File: src/rtl/id_ctrl_stage_pkg.sv
// Shared RV32IM decode constants, control-bundle struct and ALU-op helpers
// for the ID control stage.
package rv32_ctrl_pkg;

    localparam logic [6:0] OPC_LUI    = 7'b0110111;
    localparam logic [6:0] OPC_AUIPC  = 7'b0010111;
    localparam logic [6:0] OPC_JAL    = 7'b1101111;
    localparam logic [6:0] OPC_JALR   = 7'b1100111;
    localparam logic [6:0] OPC_BRANCH = 7'b1100011;
    localparam logic [6:0] OPC_LOAD   = 7'b0000011;
    localparam logic [6:0] OPC_STORE  = 7'b0100011;
    localparam logic [6:0] OPC_OP_IMM = 7'b0010011;
    localparam logic [6:0] OPC_OP     = 7'b0110011;

    localparam logic [6:0] F7_BASE   = 7'b0000000;
    localparam logic [6:0] F7_ALT    = 7'b0100000;
    localparam logic [6:0] F7_MULDIV = 7'b0000001;

    typedef enum logic [4:0] {
        ALU_ADD    = 5'b00000, ALU_SUB    = 5'b00001, ALU_AND  = 5'b00010,
        ALU_OR     = 5'b00011, ALU_XOR    = 5'b00100, ALU_SLL  = 5'b00101,
        ALU_SRL    = 5'b00110, ALU_SRA    = 5'b00111, ALU_MUL  = 5'b01000,
        ALU_MULH   = 5'b01001, ALU_MULHU  = 5'b01010, ALU_MULHSU = 5'b01011,
        ALU_DIV    = 5'b01100, ALU_DIVU   = 5'b01101, ALU_REM  = 5'b01110,
        ALU_REMU   = 5'b01111, ALU_SLT    = 5'b10000, ALU_SLTU = 5'b10001,
        ALU_FWD    = 5'b10010
    } alu_op_e;

    typedef enum logic [2:0] {
        IMM_B = 3'b000, IMM_I = 3'b001, IMM_U = 3'b011, IMM_J = 3'b100, IMM_S = 3'b101
    } imm_sel_e;

    typedef enum logic [1:0] {
        BJ_NONE = 2'b00, BJ_JAL = 2'b01, BJ_BRANCH = 2'b10, BJ_JALR = 2'b11
    } bj_e;

    typedef struct packed {
        alu_op_e    aluop;
        imm_sel_e   imm_sel;
        logic       op1sel;
        logic       op2sel;
        logic       mem_read;
        logic       mem_write;
        logic       reg_write_en;
        logic       wb_sel;
        bj_e        branch_jump;
        logic       jal_sel;
        logic [2:0] funct3;
    } ctrl_t;

    // alt selects SRA over SRL; only meaningful for funct3=101
    function automatic alu_op_e alu_base(input logic [2:0] f3, input logic alt);
        alu_op_e r;
        case (f3)
            3'b000:  r = ALU_ADD;
            3'b001:  r = ALU_SLL;
            3'b010:  r = ALU_SLT;
            3'b011:  r = ALU_SLTU;
            3'b100:  r = ALU_XOR;
            3'b101:  r = alt ? ALU_SRA : ALU_SRL;
            3'b110:  r = ALU_OR;
            default: r = ALU_AND;
        endcase
        return r;
    endfunction

    function automatic alu_op_e alu_muldiv(input logic [2:0] f3);
        alu_op_e r;
        case (f3)
            3'b000:  r = ALU_MUL;
            3'b001:  r = ALU_MULH;
            3'b010:  r = ALU_MULHSU;
            3'b011:  r = ALU_MULHU;
            3'b100:  r = ALU_DIV;
            3'b101:  r = ALU_DIVU;
            3'b110:  r = ALU_REM;
            default: r = ALU_REMU;
        endcase
        return r;
    endfunction

endpackage

File: src/rtl/id_ctrl_stage_if.sv
// IF/ID-side inputs and ID/EX-side control bundle of the decode stage.
interface id_ctrl_stage_if;
    logic [31:0] INSTR;
    logic        INSTR_VALID;
    logic        BUSY_WAIT;
    logic        FLUSH;
    logic [4:0]  ALUOP;
    logic [2:0]  IMM_SEL;
    logic        OP1SEL;
    logic        OP2SEL;
    logic        MEM_READ;
    logic        MEM_WRITE;
    logic        REG_WRITE_EN;
    logic        WB_SEL;
    logic [1:0]  BRANCH_JUMP;
    logic        JAL_SEL;
    logic [2:0]  FUNCT3_OUT;
    logic        CTRL_VALID;
    logic        ILLEGAL;
    logic        STALL_OUT;

    modport master (
        output INSTR, INSTR_VALID, BUSY_WAIT, FLUSH,
        input  ALUOP, IMM_SEL, OP1SEL, OP2SEL, MEM_READ, MEM_WRITE, REG_WRITE_EN,
               WB_SEL, BRANCH_JUMP, JAL_SEL, FUNCT3_OUT, CTRL_VALID, ILLEGAL, STALL_OUT
    );

    modport slave (
        input  INSTR, INSTR_VALID, BUSY_WAIT, FLUSH,
        output ALUOP, IMM_SEL, OP1SEL, OP2SEL, MEM_READ, MEM_WRITE, REG_WRITE_EN,
               WB_SEL, BRANCH_JUMP, JAL_SEL, FUNCT3_OUT, CTRL_VALID, ILLEGAL, STALL_OUT
    );
endinterface

File: src/rtl/id_ctrl_decode.sv
// Combinational RV32IM decoder: instruction word to control bundle plus
// illegal / multiply / divide classification.
module id_ctrl_decode
    import rv32_ctrl_pkg::*;
#(
    parameter bit EN_M = 1'b1
) (
    input  logic [31:0] instr,
    output ctrl_t       ctrl,
    output logic        illegal,
    output logic        is_mul,
    output logic        is_div
);
    logic [6:0] opcode;
    logic [6:0] funct7;
    logic [2:0] funct3;
    logic       unused_fields;

    assign opcode        = instr[6:0];
    assign funct3        = instr[14:12];
    assign funct7        = instr[31:25];
    assign unused_fields = ^{instr[24:15], instr[11:7]};

    always_comb begin
        ctrl        = '0;
        ctrl.funct3 = funct3;
        illegal     = 1'b0;
        is_mul      = 1'b0;
        is_div      = 1'b0;
        case (opcode)
            OPC_LUI: begin
                ctrl.imm_sel = IMM_U; ctrl.op2sel = 1'b1; ctrl.reg_write_en = 1'b1;
                ctrl.aluop   = ALU_FWD;
            end
            OPC_AUIPC: begin
                ctrl.imm_sel = IMM_U; ctrl.op2sel = 1'b1; ctrl.reg_write_en = 1'b1;
            end
            OPC_JAL: begin
                ctrl.imm_sel = IMM_J; ctrl.op2sel = 1'b1; ctrl.reg_write_en = 1'b1;
                ctrl.branch_jump = BJ_JAL; ctrl.jal_sel = 1'b1;
            end
            OPC_JALR: begin
                ctrl.imm_sel = IMM_I; ctrl.op1sel = 1'b1; ctrl.op2sel = 1'b1;
                ctrl.reg_write_en = 1'b1; ctrl.branch_jump = BJ_JALR; ctrl.jal_sel = 1'b1;
                illegal = (funct3 != 3'b000);
            end
            OPC_BRANCH: begin
                ctrl.imm_sel = IMM_B; ctrl.op2sel = 1'b1; ctrl.branch_jump = BJ_BRANCH;
                ctrl.aluop   = ALU_SUB;
                illegal = (funct3 == 3'b010) || (funct3 == 3'b011);
            end
            OPC_LOAD: begin
                ctrl.imm_sel = IMM_I; ctrl.op1sel = 1'b1; ctrl.op2sel = 1'b1;
                ctrl.reg_write_en = 1'b1; ctrl.wb_sel = 1'b1; ctrl.mem_read = 1'b1;
                illegal = (funct3 == 3'b011) || (funct3[2:1] == 2'b11);
            end
            OPC_STORE: begin
                ctrl.imm_sel = IMM_S; ctrl.op1sel = 1'b1; ctrl.op2sel = 1'b1;
                ctrl.mem_write = 1'b1;
                illegal = (funct3 >= 3'b011);
            end
            OPC_OP_IMM: begin
                ctrl.imm_sel = IMM_I; ctrl.op1sel = 1'b1; ctrl.op2sel = 1'b1;
                ctrl.reg_write_en = 1'b1;
                ctrl.aluop = alu_base(funct3, instr[30]);
                // shift-immediates reuse the funct7 slot, so it must be canonical
                if (funct3 == 3'b001 && funct7 != F7_BASE) illegal = 1'b1;
                if (funct3 == 3'b101 && funct7 != F7_BASE && funct7 != F7_ALT) illegal = 1'b1;
            end
            OPC_OP: begin
                ctrl.imm_sel = IMM_B; ctrl.op1sel = 1'b1; ctrl.reg_write_en = 1'b1;
                case (funct7)
                    F7_BASE: ctrl.aluop = alu_base(funct3, 1'b0);
                    F7_ALT: begin
                        if (funct3 == 3'b000)      ctrl.aluop = ALU_SUB;
                        else if (funct3 == 3'b101) ctrl.aluop = ALU_SRA;
                        else                       illegal    = 1'b1;
                    end
                    F7_MULDIV: begin
                        if (EN_M) begin
                            ctrl.aluop = alu_muldiv(funct3);
                            is_mul     = ~funct3[2];
                            is_div     = funct3[2];
                        end else begin
                            illegal = 1'b1;
                        end
                    end
                    default: illegal = 1'b1;
                endcase
            end
            default: illegal = 1'b1;
        endcase
    end

endmodule

File: src/rtl/id_ctrl_stage.sv
// Registered RV32IM decode/control stage: issues the control bundle, stalls
// upstream across multi-cycle MUL/DIV, freezes on memory busy, latches flushes.
module id_ctrl_stage
    import rv32_ctrl_pkg::*;
#(
    parameter bit EN_M    = 1'b1,
    parameter int MUL_LAT = 1,
    parameter int DIV_LAT = 32,
    parameter int CNT_W   = 6
) (
    input logic         CLK,
    input logic         RESET,
    id_ctrl_stage_if.slave bus
);
    localparam logic [0:0] ST_RUN     = 1'b0;
    localparam logic [0:0] ST_MD_WAIT = 1'b1;

    localparam logic [CNT_W-1:0] MUL_CNT = CNT_W'(MUL_LAT - 1);
    localparam logic [CNT_W-1:0] DIV_CNT = CNT_W'(DIV_LAT - 1);

    ctrl_t            dec_ctrl;
    logic             dec_illegal;
    logic             dec_is_mul;
    logic             dec_is_div;

    ctrl_t            ctrl_q;
    logic             ctrl_valid_q;
    logic             illegal_q;
    logic             stall_q;
    logic [CNT_W-1:0] cnt_q;
    logic [0:0]       fsm_q;
    logic             flush_pend_q;

    id_ctrl_decode #(.EN_M(EN_M)) u_decode (
        .instr   (bus.INSTR),
        .ctrl    (dec_ctrl),
        .illegal (dec_illegal),
        .is_mul  (dec_is_mul),
        .is_div  (dec_is_div)
    );

    always_ff @(posedge CLK) begin
        if (RESET) begin
            ctrl_q       <= '0;
            ctrl_valid_q <= 1'b0;
            illegal_q    <= 1'b0;
            stall_q      <= 1'b0;
            cnt_q        <= '0;
            fsm_q        <= ST_RUN;
            flush_pend_q <= 1'b0;
        end else if (bus.BUSY_WAIT) begin
            // frozen; remember a redirect so it is honoured once memory frees up
            if (bus.FLUSH) flush_pend_q <= 1'b1;
        end else if (bus.FLUSH || flush_pend_q) begin
            ctrl_q       <= '0;
            ctrl_valid_q <= 1'b0;
            illegal_q    <= 1'b0;
            stall_q      <= 1'b0;
            cnt_q        <= '0;
            fsm_q        <= ST_RUN;
            flush_pend_q <= 1'b0;
        end else if (fsm_q == ST_MD_WAIT && cnt_q != '0) begin
            ctrl_q       <= '0;
            ctrl_valid_q <= 1'b0;
            illegal_q    <= 1'b0;
            stall_q      <= 1'b1;
            cnt_q        <= cnt_q - CNT_W'(1);
        end else begin
            // counter drained (or RUN): the held INSTR is the next one to issue
            fsm_q        <= ST_RUN;
            stall_q      <= 1'b0;
            cnt_q        <= '0;
            ctrl_q       <= '0;
            ctrl_valid_q <= 1'b0;
            illegal_q    <= 1'b0;
            if (bus.INSTR_VALID) begin
                if (dec_illegal) begin
                    illegal_q <= 1'b1;
                end else begin
                    ctrl_q       <= dec_ctrl;
                    ctrl_valid_q <= 1'b1;
                    if (dec_is_mul && MUL_LAT > 1) begin
                        cnt_q   <= MUL_CNT;
                        stall_q <= 1'b1;
                        fsm_q   <= ST_MD_WAIT;
                    end
                    if (dec_is_div && DIV_LAT > 1) begin
                        cnt_q   <= DIV_CNT;
                        stall_q <= 1'b1;
                        fsm_q   <= ST_MD_WAIT;
                    end
                end
            end
        end
    end

    assign bus.ALUOP        = ctrl_q.aluop;
    assign bus.IMM_SEL      = ctrl_q.imm_sel;
    assign bus.OP1SEL       = ctrl_q.op1sel;
    assign bus.OP2SEL       = ctrl_q.op2sel;
    assign bus.MEM_READ     = ctrl_q.mem_read;
    assign bus.MEM_WRITE    = ctrl_q.mem_write;
    assign bus.REG_WRITE_EN = ctrl_q.reg_write_en;
    assign bus.WB_SEL       = ctrl_q.wb_sel;
    assign bus.BRANCH_JUMP  = ctrl_q.branch_jump;
    assign bus.JAL_SEL      = ctrl_q.jal_sel;
    assign bus.FUNCT3_OUT   = ctrl_q.funct3;
    assign bus.CTRL_VALID   = ctrl_valid_q;
    assign bus.ILLEGAL      = illegal_q;
    assign bus.STALL_OUT    = stall_q;

endmodule

File: src/flat_wrapper.sv
// flat-port wrapper written by rule: the top's interface ports become plain ports
module id_ctrl_stage_flat import rv32_ctrl_pkg::*;
#(
    parameter bit EN_M    = 1'b1,
    parameter int MUL_LAT = 1,
    parameter int DIV_LAT = 32,
    parameter int CNT_W   = 6
)
  (CLK, RESET, bus_INSTR, bus_INSTR_VALID, bus_BUSY_WAIT, bus_FLUSH, bus_ALUOP, bus_IMM_SEL, bus_OP1SEL, bus_OP2SEL, bus_MEM_READ, bus_MEM_WRITE, bus_REG_WRITE_EN, bus_WB_SEL, bus_BRANCH_JUMP, bus_JAL_SEL, bus_FUNCT3_OUT, bus_CTRL_VALID, bus_ILLEGAL, bus_STALL_OUT);
  id_ctrl_stage_if bus_i ();
  input logic CLK;
  input logic RESET;
  input wire logic [$bits(bus_i.INSTR)-1:0] bus_INSTR;
  input wire logic [$bits(bus_i.INSTR_VALID)-1:0] bus_INSTR_VALID;
  input wire logic [$bits(bus_i.BUSY_WAIT)-1:0] bus_BUSY_WAIT;
  input wire logic [$bits(bus_i.FLUSH)-1:0] bus_FLUSH;
  output wire logic [$bits(bus_i.ALUOP)-1:0] bus_ALUOP;
  output wire logic [$bits(bus_i.IMM_SEL)-1:0] bus_IMM_SEL;
  output wire logic [$bits(bus_i.OP1SEL)-1:0] bus_OP1SEL;
  output wire logic [$bits(bus_i.OP2SEL)-1:0] bus_OP2SEL;
  output wire logic [$bits(bus_i.MEM_READ)-1:0] bus_MEM_READ;
  output wire logic [$bits(bus_i.MEM_WRITE)-1:0] bus_MEM_WRITE;
  output wire logic [$bits(bus_i.REG_WRITE_EN)-1:0] bus_REG_WRITE_EN;
  output wire logic [$bits(bus_i.WB_SEL)-1:0] bus_WB_SEL;
  output wire logic [$bits(bus_i.BRANCH_JUMP)-1:0] bus_BRANCH_JUMP;
  output wire logic [$bits(bus_i.JAL_SEL)-1:0] bus_JAL_SEL;
  output wire logic [$bits(bus_i.FUNCT3_OUT)-1:0] bus_FUNCT3_OUT;
  output wire logic [$bits(bus_i.CTRL_VALID)-1:0] bus_CTRL_VALID;
  output wire logic [$bits(bus_i.ILLEGAL)-1:0] bus_ILLEGAL;
  output wire logic [$bits(bus_i.STALL_OUT)-1:0] bus_STALL_OUT;
  assign bus_i.INSTR = bus_INSTR;
  assign bus_i.INSTR_VALID = bus_INSTR_VALID;
  assign bus_i.BUSY_WAIT = bus_BUSY_WAIT;
  assign bus_i.FLUSH = bus_FLUSH;
  assign bus_ALUOP = bus_i.ALUOP;
  assign bus_IMM_SEL = bus_i.IMM_SEL;
  assign bus_OP1SEL = bus_i.OP1SEL;
  assign bus_OP2SEL = bus_i.OP2SEL;
  assign bus_MEM_READ = bus_i.MEM_READ;
  assign bus_MEM_WRITE = bus_i.MEM_WRITE;
  assign bus_REG_WRITE_EN = bus_i.REG_WRITE_EN;
  assign bus_WB_SEL = bus_i.WB_SEL;
  assign bus_BRANCH_JUMP = bus_i.BRANCH_JUMP;
  assign bus_JAL_SEL = bus_i.JAL_SEL;
  assign bus_FUNCT3_OUT = bus_i.FUNCT3_OUT;
  assign bus_CTRL_VALID = bus_i.CTRL_VALID;
  assign bus_ILLEGAL = bus_i.ILLEGAL;
  assign bus_STALL_OUT = bus_i.STALL_OUT;
  id_ctrl_stage #(.EN_M(EN_M), .MUL_LAT(MUL_LAT), .DIV_LAT(DIV_LAT), .CNT_W(CNT_W)) u_core (.CLK(CLK), .RESET(RESET), .bus(bus_i));
endmodule
File: config.mk
export PLATFORM = sky130hd
export DESIGN_NAME = id_ctrl_stage_flat
export DESIGN_NICKNAME = d
export VERILOG_FILES = /design/src/rtl/id_ctrl_stage_pkg.sv /design/src/rtl/id_ctrl_stage_if.sv /design/src/rtl/id_ctrl_decode.sv /design/src/rtl/id_ctrl_stage.sv /design/src/flat_wrapper.sv
export SDC_FILE = /design/constraint.sdc
export NUM_CORES = 1
export LEC_CHECK = 0
export CORE_ASPECT_RATIO = 1.5
export CORE_MARGIN = 4
export CORE_UTILIZATION = 40
export CTS_CLUSTER_DIAMETER = 120
export DETAILED_ROUTE_END_ITERATION = 10
export PLACE_DENSITY = 0.72
export SLEW_MARGIN = 20
export SYNTH_ARGS = -nofsm -noshare
export SYNTH_HDL_FRONTEND = slang
export SYNTH_SLANG_ARGS = --single-unit
File: constraint.sdc
create_clock -name CLK -period 3.35 [get_ports CLK]
set_input_delay 1.005 -clock CLK [delete_from_list [all_inputs] [get_ports CLK]]
set_output_delay 1.005 -clock CLK [all_outputs]
set_load 0.1 [all_outputs]
==> results.txt <==
----------------------------------------------------
[Logic synthesis]
  Unique cell type count in the Yosys netlist ... 53
  Sequential cell area fraction in the yosys report ... approximately a third
  Average size of a mapped cell ... just under 8 um^2
  Asr flop ratio synth ... 0%
  Dominant synthesized flop cell ... sky130_fd_sc_hd__dfxtp_1
  Number of flops mapped to enable cells by yosys ... 0
  Post-synthesis instance area ... 0.00179 mm^2
  Number of flip-flops and latches in the synthesized netlist ... 30
  Synth Warn # ... 0
  Number of cells produced by synthesis ... around 230
  Mapped Nets ... 264

[Critical path]
  CP delay by family, top ... simple AND/OR/NAND/NOR gates
  Cell Chain, Critical Path ... clkdlybuf4s50_1, or4_4, buf_4, or4_4, o2bb2ai_2, a21o_1, a22o_1
  Critical-path maximum fanout ... 7
  Kind of launch point of the worst setup path ... input pin
  Critical Path RT ... 3580 ps
  Worst stage delay on the critical path ... roughly 530 ps
  Data arrival time of the worst path ... 3210 ps
  Flop2flop setup slack ... 1380 ps
  Crit path top cell by count ... sky130_fd_sc_hd__or4_4
  Crit path max-delay cell type ... sky130_fd_sc_hd__or4_4
  Kind of end point of the critical path ... register
  Count of buffering cells on the critical path with inverters included ... 2
  Worst Setup Path Type ... input pin to register

[Clock network]
  Total setup buffers inserted after CTS ... 0
  Total number of clock tree sinks ... 30
  Post-CTS clock slew at the launch and capture registers of the worst setup and hold paths ... 60 ps
  Resized Gates After CTS ... 0
  Htree depth ... 2
  Number of CTS-inserted buffers ... 5
  Cts hold-fix bufs ... 0
  CTS max path bufs ... 2
  Clock latency on the worst-skew pair ... 290 ps
  Clock root buffer master ... sky130_fd_sc_hd__clkbuf_8
  Clock tree from TritonCTS ... done

[Timing]
  Hold violation count in the final report ... 0
  Setup repair after global routing missed its margin ... false
  Max frequency ... 0.335 GHz
  Final Slew Violations ... 0
  Maximum clock skew at final layout ... 5.41 ps
  Worst slew margin relative to its limit ... 67.6%
  Time the final worst path needs with I/O delays and setup ... 2980 ps
  Final clock period utilization by the worst path ... between 80% and 90%
  Pin slew with the least headroom to its limit ... 479 ps
  Total Negative Setup Slacks ... 0 ps
  Finish-stage setup viols ... 0

[Global routing]
  First-pass GRT wire length ... 7840 um
  Largest net degree at the start of global routing ... 29
  Overflow left after global routing ... 0
  Global-route usage over all layers ... 17.0%
  Initial antenna violation count ... 0
  Number of global-route vias before repair ... approximately 1700

[Route]
  Length of routed met3 wiring ... 183 um
  Vias after detailed routing ... about 1800
  Final routed wire length divided by cell count ... 14.1 um
  Number of vias per cell ... between 5 and 6
  Post-route antenna net violation count ... 0
  Met2 wire len ... 2370 um
  Starting DRC count in detailed routing ... 85
  Remaining DRCs ... 0
  Routed metal-1 wirelength ... ~2000 um
  DRT Pass-1 Iters ... 4
  Total detailed-routing wirelength ... between 4000 and 5000 um
  Top Layer Used ... met4

[Run]
  Max-cap violation count ... 0

[Pwr]
  Proportion of power drawn by flip-flops and latches ... 46.1%
  Leakage ... 0.000950 uW
  Combinational power share ... 14.7%
  Power share of the clock group ... 39.2%
  Internal power summed over all cells ... a little under 600 uW
  Switching part of the total power ... 26.1%
  Switching power of the nets ... between 200 and 250 uW
  Worst ir drop on vdd ... 0.000141 V
  Power per unit of standard cell area ... 325 mW/mm^2

[Place]
  HPWL Detailed ... around 3600 um
  Weighted congestion reported at the end of routability-driven placement ... 0.893
  Total of buffers placed on input and output ports ... between 40 and 50

[Die]
  Total I/O pin count ... 60
  Core area ... approximately 0.0043 mm^2
  Placement Rows ... 29
  Die Outline Area ... roughly 0.0056 mm^2
  Initial standard-cell utilization of the core ... 41.8%
  Floorplan die height ... 89.9 um
  Die X ... 62.6 um

[Outcome]
  Result of the run ... complete, no violations

[Min path]
  Type of the worst min-delay path ... register to register

[Layout]
  Final cell utilization of the core ... 56.1%
  Layout Nets ... 319
  Fraction of final layout cells with drive strength greater than 1 ... 25.6%
  Diodes inserted ... 0
  Area Growth Syn to Fin ... 34.2%

----------------------------------------------------
## worst register-to-register path, cell delays in order (launching register included)
cell and delay, ps:
sky130_fd_sc_hd__dfxtp_1 340, sky130_fd_sc_hd__or3_1 420, sky130_fd_sc_hd__o21a_1 340, sky130_fd_sc_hd__a211oi_2 270, sky130_fd_sc_hd__nand4_2 160, sky130_fd_sc_hd__buf_4 210
sky130_fd_sc_hd__o31ai_4 160
## Yosys cell counts (2+ instances only)
cell                        instances  share of area [%]
sky130_fd_sc_hd__or2_2              2               0.70
sky130_fd_sc_hd__nor2b_1            8                2.8
sky130_fd_sc_hd__nand4_1            4                1.4
sky130_fd_sc_hd__a211o_1            2               0.98
sky130_fd_sc_hd__a31oi_1            4                1.4
sky130_fd_sc_hd__or4_1              2               0.84
sky130_fd_sc_hd__nor3_1             4                1.1
sky130_fd_sc_hd__a32oi_1            2               0.98
sky130_fd_sc_hd__o2bb2ai_1          2               0.98
sky130_fd_sc_hd__a22o_1             3                1.5
sky130_fd_sc_hd__nand3_1            4                1.1
sky130_fd_sc_hd__o41ai_1            2               0.98
sky130_fd_sc_hd__dfxtp_1           30                 34
sky130_fd_sc_hd__clkbuf_1          12                2.5
sky130_fd_sc_hd__o21ai_2            9                4.4
sky130_fd_sc_hd__o21ai_0            8                2.2
sky130_fd_sc_hd__o31ai_1            4                1.7
sky130_fd_sc_hd__o21a_1             2               0.84
sky130_fd_sc_hd__or3_1              5                1.7
sky130_fd_sc_hd__inv_1              8                1.7
sky130_fd_sc_hd__a21oi_1           10                2.8
sky130_fd_sc_hd__o21ai_1            7                2.0
sky130_fd_sc_hd__a2111o_1           2                1.3
sky130_fd_sc_hd__a21o_1             4                1.7
sky130_fd_sc_hd__o32ai_1            2               0.98
sky130_fd_sc_hd__ha_1               2                1.4
sky130_fd_sc_hd__nor4_1             7                2.4
sky130_fd_sc_hd__nand2_1           36                7.6
sky130_fd_sc_hd__nor2_1            11                2.3
sky130_fd_sc_hd__and3_1             2               0.70
sky130_fd_sc_hd__buf_6              2                1.3
sky130_fd_sc_hd__or4_4              2                1.3
## worst paths after layout
path | startpoint | endpoint | cells after the start
setup reg to reg | u_core.cnt_q[2] | u_core.bus.MEM_WRITE | 6
hold reg to reg | u_core.bus.CTRL_VALID | u_core.bus.CTRL_VALID | 2
setup / recovery | bus_INSTR[28] | u_core.cnt_q[2] | 7
hold / removal | u_core.bus.CTRL_VALID | u_core.bus.CTRL_VALID | 2
## routing by layer
metal / vias to the layer above / track usage (%)
met5: - / 0
met4: 0 / 9.21
met3: 8 / 3.49
met2: 50 / 29.4
met1: 851 / 19.4
li1: 935 / -
## stage by stage
step                hold WS, ps  worst slack, ps  instance area, um^2  cells  power, uW
global route                469              265                 2400    327        822
detailed placement          441             74.2                 2310    319        482
finish                      445              368                 2400    327        781
floorplan                   426              624                 1790    225        426
global placement            436             99.1                 2310    319        481
CTS                         450              370                 2400    327        785
## cell type report
cell class | instances | area, um^2
Clock buffer | 6 | 82.6
Clock inverter | 2 | 12.5
Fill cell | 434 | 1880
Inverter | 8 | 30.0
Multi-Input combinational cell | 170 | 1080
Sequential cell | 30 | 601
Tap cell | 46 | 57.6
Timing Repair Buffer | 65 | 541
## power by group through the flow
stage | Sequential [uW] | Combinational [uW] | Clock [uW]
floorplan | 372 | 53.2 | 0
global placement | 368 | 113 | 0
detailed placement | 368 | 114 | 0
CTS | 360 | 114 | 310
global route | 360 | 126 | 336
finish | 360 | 115 | 306
## flip-flops by register name (all words and copies together), names as in the netlist, 2 cells and up
signal and flops:
u_core.bus.IMM_SEL 3, u_core.cnt_q 6, u_core.bus.ALUOP 5, u_core.bus.BRANCH_JUMP 2
u_core.bus.FUNCT3_OUT 3
## cells by family after synthesis
kind of cell | count (synthesis) | share of synthesized area [%]
adder cells (fa/ha/maj) | 2 | 1.40
AND/OR/NAND/NOR | 94 | 27.2
AO/OA/AOI/OAI | 72 | 30.5
XOR/XNOR | 2 | 0.979
flip-flops | 30 | 33.6
buffers and inverters | 25 | 6.36
## cell usage in the layout, fill, tap and decap left out, types with 8 or more instances in the layout
master / count
sky130_fd_sc_hd__a21oi_1: 10
sky130_fd_sc_hd__buf_4: 44
sky130_fd_sc_hd__clkdlybuf4s50_1: 21
sky130_fd_sc_hd__dfxtp_1: 30
sky130_fd_sc_hd__inv_1: 8
sky130_fd_sc_hd__nand2_1: 36
sky130_fd_sc_hd__nor2_1: 11
sky130_fd_sc_hd__o21ai_0: 8
sky130_fd_sc_hd__o21ai_2: 9
Power figures use the tool's default switching activity.
